$ cat src/rtl/tv80_alu16_seq_pkg.sv
// Shared definitions for the 16-bit arithmetic sequencer around the TV80 ALU:
// request opcodes, ALU_Op codes, FSM states, F register bit positions and
// the per-pass ALU_Op selection.
package tv80_alu16_seq_pkg;

  typedef enum logic [1:0] {
    OP_ADD16 = 2'b00,
    OP_ADC16 = 2'b01,
    OP_SBC16 = 2'b10,
    OP_SUB16 = 2'b11
  } req_op_t;

  localparam logic [3:0] ALU_ADD = 4'b0000;
  localparam logic [3:0] ALU_ADC = 4'b0001;
  localparam logic [3:0] ALU_SUB = 4'b0010;
  localparam logic [3:0] ALU_SBC = 4'b0011;

  typedef enum logic [1:0] {
    ST_IDLE = 2'b00,
    ST_LO   = 2'b01,
    ST_HI   = 2'b10,
    ST_DONE = 2'b11
  } state_t;

  localparam int Flag_C = 0;
  localparam int Flag_N = 1;
  localparam int Flag_P = 2;
  localparam int Flag_X = 3;
  localparam int Flag_H = 4;
  localparam int Flag_Y = 5;
  localparam int Flag_Z = 6;
  localparam int Flag_S = 7;

  // Low pass: plain ADD/SUB unless the op consumes the incoming carry.
  function automatic logic [3:0] alu_op_lo(input req_op_t op);
    case (op)
      OP_ADD16: alu_op_lo = ALU_ADD;
      OP_ADC16: alu_op_lo = ALU_ADC;
      OP_SBC16: alu_op_lo = ALU_SBC;
      default:  alu_op_lo = ALU_SUB;
    endcase
  endfunction

  // High pass: always chains the carry/borrow produced by the low pass.
  function automatic logic [3:0] alu_op_hi(input req_op_t op);
    case (op)
      OP_ADD16, OP_ADC16: alu_op_hi = ALU_ADC;
      default:            alu_op_hi = ALU_SBC;
    endcase
  endfunction

endpackage

$ cat src/rtl/tv80_alu16_seq_if.sv
// Request/response handshake plus the full ALU connection of the sequencer.
// slave = the sequencer, master = the requester and the ALU it steers.
interface tv80_alu16_seq_if;
  import tv80_alu16_seq_pkg::*;

  logic        req_valid;
  logic        req_ready;
  req_op_t     req_op;
  logic [15:0] req_a;
  logic [15:0] req_b;
  logic [7:0]  req_f;

  logic        rsp_valid;
  logic        rsp_ready;
  logic [15:0] rsp_q;
  logic [7:0]  rsp_f;

  logic [3:0]  alu_op;
  logic        alu_arith16;
  logic        alu_z16;
  logic [5:0]  alu_ir;
  logic [1:0]  alu_iset;
  logic [7:0]  alu_busa;
  logic [7:0]  alu_busb;
  logic [7:0]  alu_fin;
  logic [7:0]  alu_q;
  logic [7:0]  alu_fout;

  modport slave (
    input  req_valid, req_op, req_a, req_b, req_f, rsp_ready, alu_q, alu_fout,
    output req_ready, rsp_valid, rsp_q, rsp_f,
           alu_op, alu_arith16, alu_z16, alu_ir, alu_iset, alu_busa, alu_busb, alu_fin
  );

  modport master (
    output req_valid, req_op, req_a, req_b, req_f, rsp_ready, alu_q, alu_fout,
    input  req_ready, rsp_valid, rsp_q, rsp_f,
           alu_op, alu_arith16, alu_z16, alu_ir, alu_iset, alu_busa, alu_busb, alu_fin
  );

endinterface

$ cat src/rtl/tv80_alu16_seq.sv
// Runs a 16-bit ADD/ADC/SBC/SUB as two passes through the 8-bit TV80 ALU:
// low byte first, then high byte with the low-pass flags as F_In so carry,
// half-carry and the 16-bit zero test chain across the byte boundary.
module tv80_alu16_seq
  import tv80_alu16_seq_pkg::*;
(
  input logic             clk,
  input logic             reset,
  tv80_alu16_seq_if.slave bus
);

  state_t      state_reg, state_next;
  req_op_t     op_reg;
  logic [15:0] a_reg, b_reg;
  logic [7:0]  f_reg;
  logic [7:0]  q_lo_reg, f_lo_reg;
  logic [15:0] rsp_q_reg;
  logic [7:0]  rsp_f_reg;

  // State register.
  always_ff @(posedge clk or posedge reset) begin
    if (reset) state_reg <= ST_IDLE;
    else       state_reg <= state_next;
  end

  // Next state and ALU steering; the ALU sees all-zero inputs outside LO/HI.
  always_comb begin
    state_next      = state_reg;
    bus.alu_op      = 4'b0000;
    bus.alu_arith16 = 1'b0;
    bus.alu_z16     = 1'b0;
    bus.alu_busa    = 8'h00;
    bus.alu_busb    = 8'h00;
    bus.alu_fin     = 8'h00;
    case (state_reg)
      ST_IDLE: begin
        if (bus.req_valid) state_next = ST_LO;
      end
      ST_LO: begin
        bus.alu_op      = alu_op_lo(op_reg);
        bus.alu_arith16 = (op_reg == OP_ADD16);
        bus.alu_busa    = a_reg[7:0];
        bus.alu_busb    = b_reg[7:0];
        bus.alu_fin     = f_reg;
        state_next      = ST_HI;
      end
      ST_HI: begin
        bus.alu_op      = alu_op_hi(op_reg);
        bus.alu_arith16 = (op_reg == OP_ADD16);
        // Z of the high pass must also account for the low byte being zero.
        bus.alu_z16     = (op_reg != OP_ADD16);
        bus.alu_busa    = a_reg[15:8];
        bus.alu_busb    = b_reg[15:8];
        bus.alu_fin     = f_lo_reg;
        state_next      = ST_DONE;
      end
      ST_DONE: begin
        if (bus.rsp_ready) state_next = ST_IDLE;
      end
      default: state_next = ST_IDLE;
    endcase
  end

  // Request capture, low-pass capture and result assembly.
  always_ff @(posedge clk or posedge reset) begin
    if (reset) begin
      op_reg    <= OP_ADD16;
      a_reg     <= 16'h0000;
      b_reg     <= 16'h0000;
      f_reg     <= 8'h00;
      q_lo_reg  <= 8'h00;
      f_lo_reg  <= 8'h00;
      rsp_q_reg <= 16'h0000;
      rsp_f_reg <= 8'h00;
    end else begin
      case (state_reg)
        ST_IDLE: begin
          if (bus.req_valid) begin
            op_reg <= bus.req_op;
            a_reg  <= bus.req_a;
            b_reg  <= bus.req_b;
            f_reg  <= bus.req_f;
          end
        end
        ST_LO: begin
          q_lo_reg <= bus.alu_q;
          f_lo_reg <= bus.alu_fout;
        end
        ST_HI: begin
          rsp_q_reg <= {bus.alu_q, q_lo_reg};
          rsp_f_reg <= bus.alu_fout;
        end
        default: ;
      endcase
    end
  end

  assign bus.req_ready = (state_reg == ST_IDLE);
  assign bus.rsp_valid = (state_reg == ST_DONE);
  assign bus.rsp_q     = rsp_q_reg;
  assign bus.rsp_f     = rsp_f_reg;
  assign bus.alu_ir    = 6'b000000;
  assign bus.alu_iset  = 2'b00;

endmodule
$ cat src/flat_wrapper.sv
// flat-port wrapper written by rule: the top's interface ports become plain ports
module tv80_alu16_seq_flat import tv80_alu16_seq_pkg::*;
  (clk, reset, bus_req_valid, bus_req_op, bus_req_a, bus_req_b, bus_req_f, bus_rsp_ready, bus_alu_q, bus_alu_fout, bus_req_ready, bus_rsp_valid, bus_rsp_q, bus_rsp_f, bus_alu_op, bus_alu_arith16, bus_alu_z16, bus_alu_ir, bus_alu_iset, bus_alu_busa, bus_alu_busb, bus_alu_fin);
  tv80_alu16_seq_if bus_i ();
  input logic clk;
  input logic reset;
  input wire logic [$bits(bus_i.req_valid)-1:0] bus_req_valid;
  input wire logic [$bits(bus_i.req_op)-1:0] bus_req_op;
  input wire logic [$bits(bus_i.req_a)-1:0] bus_req_a;
  input wire logic [$bits(bus_i.req_b)-1:0] bus_req_b;
  input wire logic [$bits(bus_i.req_f)-1:0] bus_req_f;
  input wire logic [$bits(bus_i.rsp_ready)-1:0] bus_rsp_ready;
  input wire logic [$bits(bus_i.alu_q)-1:0] bus_alu_q;
  input wire logic [$bits(bus_i.alu_fout)-1:0] bus_alu_fout;
  output wire logic [$bits(bus_i.req_ready)-1:0] bus_req_ready;
  output wire logic [$bits(bus_i.rsp_valid)-1:0] bus_rsp_valid;
  output wire logic [$bits(bus_i.rsp_q)-1:0] bus_rsp_q;
  output wire logic [$bits(bus_i.rsp_f)-1:0] bus_rsp_f;
  output wire logic [$bits(bus_i.alu_op)-1:0] bus_alu_op;
  output wire logic [$bits(bus_i.alu_arith16)-1:0] bus_alu_arith16;
  output wire logic [$bits(bus_i.alu_z16)-1:0] bus_alu_z16;
  output wire logic [$bits(bus_i.alu_ir)-1:0] bus_alu_ir;
  output wire logic [$bits(bus_i.alu_iset)-1:0] bus_alu_iset;
  output wire logic [$bits(bus_i.alu_busa)-1:0] bus_alu_busa;
  output wire logic [$bits(bus_i.alu_busb)-1:0] bus_alu_busb;
  output wire logic [$bits(bus_i.alu_fin)-1:0] bus_alu_fin;
  assign bus_i.req_valid = bus_req_valid;
  assign bus_i.req_op = bus_req_op;
  assign bus_i.req_a = bus_req_a;
  assign bus_i.req_b = bus_req_b;
  assign bus_i.req_f = bus_req_f;
  assign bus_i.rsp_ready = bus_rsp_ready;
  assign bus_i.alu_q = bus_alu_q;
  assign bus_i.alu_fout = bus_alu_fout;
  assign bus_req_ready = bus_i.req_ready;
  assign bus_rsp_valid = bus_i.rsp_valid;
  assign bus_rsp_q = bus_i.rsp_q;
  assign bus_rsp_f = bus_i.rsp_f;
  assign bus_alu_op = bus_i.alu_op;
  assign bus_alu_arith16 = bus_i.alu_arith16;
  assign bus_alu_z16 = bus_i.alu_z16;
  assign bus_alu_ir = bus_i.alu_ir;
  assign bus_alu_iset = bus_i.alu_iset;
  assign bus_alu_busa = bus_i.alu_busa;
  assign bus_alu_busb = bus_i.alu_busb;
  assign bus_alu_fin = bus_i.alu_fin;
  tv80_alu16_seq u_core (.clk(clk), .reset(reset), .bus(bus_i));
endmodule
$ cat config.mk
export PLATFORM = sky130hd
export DESIGN_NAME = tv80_alu16_seq_flat
export DESIGN_NICKNAME = d
export VERILOG_FILES = /design/src/rtl/tv80_alu16_seq_pkg.sv /design/src/rtl/tv80_alu16_seq_if.sv /design/src/rtl/tv80_alu16_seq.sv /design/src/flat_wrapper.sv
export SDC_FILE = /design/constraint.sdc
export NUM_CORES = 1
export LEC_CHECK = 0
export ABC_AREA = 1
export BUFFER_PORTS_ARGS = -buffer_cell sky130_fd_sc_hd__buf_2
export CAP_MARGIN = 40
export CELL_PAD_IN_SITES_DETAIL_PLACEMENT = 0
export CELL_PAD_IN_SITES_GLOBAL_PLACEMENT = 1
export CORE_ASPECT_RATIO = 1.1
export CORE_UTILIZATION = 25
export CTS_BUF_LIST = sky130_fd_sc_hd__clkbuf_8
export DETAILED_ROUTE_END_ITERATION = 10
export PLACE_DENSITY = 0.69
export REMOVE_ABC_BUFFERS = 1
export SETUP_SLACK_MARGIN = 0.5
export SLEW_MARGIN = 20
export SYNTH_ARGS = -nofsm -noshare
export SYNTH_HDL_FRONTEND = slang
export SYNTH_SLANG_ARGS = --single-unit
$ cat constraint.sdc
create_clock -name clk -period 2.27 [get_ports clk]
set_input_delay 0.1135 -clock clk [delete_from_list [all_inputs] [get_ports clk]]
set_output_delay 0.1135 -clock clk [all_outputs]
set_load 0.02 [all_outputs]
After elaboration in Yosys (flattened, before gate mapping). Cells that the tools add are included.

Word-level logic and storage cells: 34. Bits of input ports: 62. Output and inout bits: 64. Bits in registers: 84.

Muxes and demuxes: 11. Equality and inequality tests: 7. Reduce and logical (&&, ||, !) cells: 7.

Operator list (number): $pmux 8 s2 (3); $pmux 2 s4 (1); $pmux 4 s2 (1); $eq 2x2->1 const B (3); $mux 2 (3); $pmux 2 s3 (1); $eq 2x1->1 const B (2); $logic_not 2->1 (2); $ne 2x2->1 const B (2); $reduce_and 2->1 (2); $reduce_or 2->1 (2); $mux 1 (2); $reduce_bool 2->1 (1).

Logic depth before layout (Yosys ltp).
Depth in word-level cells: 4. Depth in mapped cells: 7. Gate-level depth less buffers: 6.

Least setup slack after synthesis. No wires, ideal clock.

Path kind: flip-flop to output port. Start point: reg u_core.state_reg[0]. End point: out bus_alu_busa[6]. Path buffers: 1. Stages on the path, launching flop included: 6. Setup slack: 769 ps. Data required time: 2156 ps. Arrival time: 1387 ps. Path through: dfrtp_1 -> inv_1 -> ha_1 -> inv_2 -> buf_4 -> a21oi_1.

Word-level cells in the longest chain between the ends: 2. Elaborated cells on any way between the ends: 3. Those cells by class: eq/ne (2); mux (1).

Ends and longest elaborated chain: start, declared (RTL line tv80_alu16_seq.sv:12) `state_t state_reg, state_next;`; start signal, assigned (RTL line tv80_alu16_seq.sv:23) `else state_reg <= state_next;`; $eq 2x2->1 or $eq 2x1->1 (tied branches) (RTL line tv80_alu16_seq.sv:35) `case (state_reg)`; $pmux 8 s2 * (RTL line tv80_alu16_seq.sv:35); end, declared (RTL line flat_wrapper.sv:24) `output wire logic [$bits(bus_i.alu_busa)-1:0] bus_alu_busa;`.

Mark *: on every way between the ends. The rest lies on a longest branch, timed or not.

Final worst setup path.
Start point: reg u_core.state_reg[0]. End point: out bus_alu_busa[5].

The elaborated chain is that of the path after synthesis.

==> results.txt <==
CP max stage delay = 430 ps
Max-Cap Viols = 0
Final Core Density = 38.0%
most frequent cells in the layout = nand2_1 (184), buf_2 (88), dfrtp_1 (82)
DP HPWL = 6980 µm
num rows = 48
final net count = 722
HP Class = in2reg
post-synthesis sequential area ratio = 51.7%
fin area = 6010 µm²
Gate Count Post-Synth = 473
Die ar. = 16800 µm²
RSZ-0062 raised after global routing = true
RR Endpoint = u_core.op_reg[1]
synth unique cells = 21
Critical Path AT = 1650 ps
Crit Path Category = reg2out
fmax = 0.567 GHz
chip height = 136 µm
Ys Warns = 0
reg2reg path depth = 6
setup TNS = 0 ps
Clock transition at path regs = 90 ps
vias per std cell = 4.27
crit path from = u_core.state_reg[0]
Tcrit/Tclk final = 77.6%
drt pass-1 iters = 4
grt total ovfl = 0
Slew Viols, Final = 0
n_diodes = 0
top post-synthesis cells by area = dfrtp_1 (52%), nand2_1 (18%), nand3_1 (5.2%), a21oi_2 (3.9%), buf_4 (3.5%)
Final setup viols = 0
number of global-route vias before repair = 3542
Die W = 124 µm
Yosys top cell area share = 51.7%
htree depth = 3
Antenna Nets Post-Route = 0
Longest Clk Path Bufs = 2
Core Footprint = 15800 µm²
drc violations = 0
Clock Sinks = 84
initial antenna violation count = 0
status = finished clean
R2R setup slack = 680 ps
fillers = 1600
Finished Layout Cells = 854
PortBufs = 115
cells along the critical path = clkinv_4 -> ha_4 -> inv_8 -> a21oi_2 -> buf_6
Tmin final = 1760 ps
Critical Path Start Type = flop
slowest CP cell = dfrtp_2
Synth Register Bits = 84
dpl cells = 767
overall routing resource usage = 14.3%
Crit path required time = 2160 ps
RD Place Congestion = 0.715
Worst Setup EP = bus_alu_busa[5]
first-pass GRT wire length = 18100 µm
Pleak = 3.09 nW
pwr/cell area = 1430 nW/µm²
Buf+Inv Stages, Crit Path = 3
CTS Buf Count = 9
Cell Area, Synth = 4070 µm²
post-synth top area cell = dfrtp_1
CTS tree = yes
via count = 3646
Clk Latency, worst-skew pair = 360 ps
First DRT Iteration DRCs = 156
Post-Route WL = 11500 µm
wire per inst = 13.4 µm
Crit. path cell count = 5
share of cells above drive strength 1 = 32.4%
Area Overhead vs Synth = 47.7%
Fin Hold WS = 50.3 ps
VDD IR max = 0.512 mV
largest net degree at the start of global routing = 50
CTS root buf = clkbuf_8
final hold vios = 0
DP Area = 4700 µm²
FF-to-FF Start = u_core.state_reg[0]
Worst Path Max Fanout = 26
CP top delay family = flip-flops
Syn Area/Cell = 8.60 µm²
Worst Skew = 8.63 ps
Crit. End Element = output pin
Ports = 126
commonest non-fill, non-tap cell in the layout = nand2_1
Initial Util = 25.8%
==> per-layer routing <==
layer	up-vias	wire length, µm	GRT usage, %
met5	-	0	0
met1	1707	5200	18.1
met2	108	5380	22.7
li1	1811	-	-
met4	0	317	6.96
met3	20	564	3.20
==> what timing repair did <==
| action | in CTS | in global routing |
|---|---|---|
| resized for setup | 47 | 42 |
| hold endpoints to repair | 109 | 0 |
| cloned | 2 | 1 |
| pin swaps | 5 | 8 |
| hold buffers | 59 | 0 |
| setup buffers | 7 | 3 |
| endpoints found under the setup margin | 70 | 27 |
==> tightest hold or removal path, stage by stage <==
cell and delay, ps:
buf_2 130, nand3_1 80, nand2_1 50
==> through the flow <==
| stage | setup WS, ps | total power, W |
|---|---|---|
| finish | 508 | 0.00858 |
| global placement | 472 | 0.00609 |
| CTS | 459 | 0.00835 |
| floorplan | -57.9 | 0.00491 |
| global route | 416 | 0.00926 |
| detailed placement | 418 | 0.00617 |
==> where the power goes <==
part | internal, W | leakage [nW] | switching [W]
combinational | 0.00179 | 1.92 | 0.00268
clock | 0.000897 | 0.136 | 0.000562
sequential | 0.00222 | 1.04 | 0.000439
==> how the worst min path moves through the flow <==
| stage | start | endpoint | slack [ps] | cells past startpoint |
|---|---|---|---|---|
| after floorplan | bus_alu_q[1] | u_core.bus.rsp_q[9] | 230 | 2 |
| after global placement | reset | u_core.bus.rsp_q[12] | 180 | 2 |
| after detailed placement | reset | u_core.bus.rsp_q[10] | 190 | 2 |
| after CTS | bus_req_valid | u_core.b_reg[0] | 20 | 3 |
| after global routing | bus_req_valid | u_core.b_reg[0] | 40 | 3 |
| final | bus_req_valid | u_core.b_reg[0] | 50 | 3 |
==> Yosys cell counts <==
cell	n
inv_1	25
buf_12	2
nand3_1	42
o21ai_1	6
buf_6	8
ha_1	10
clkbuf_1	1
dfrtp_1	84
conb_1	1
nand2_2	17
nand2_4	1
a21oi_1	10
nand2_1	193
inv_4	1
inv_2	1
o21ai_0	19
buf_2	10
buf_4	19
a21oi_2	18
nor2_1	4
or2_1	1
==> layout make-up <==
class | count | area [µm²] | area share, %
flip-flops and latches | 84 | 2100 | 35.0
multi-input cells | 331 | 1700 | 28.2
repair buffers | 197 | 1560 | 26.0
well taps | 200 | 250 | 4.16
clock buffers | 11 | 151 | 2.52
inverters | 27 | 126 | 2.10
clock inverters | 4 | 120 | 2.00
==> cell families after synthesis <==
group	Yosys count	synth area share, %
other	1	0.0922
adder cells (fa/ha/maj)	10	3.08
flip-flops	84	51.7
AND/OR/NAND/NOR	258	26.4
buffers and inverters	67	10.6
AO/OA/AOI/OAI	53	8.18
Note: power is estimated with default switching activity, not from simulation.
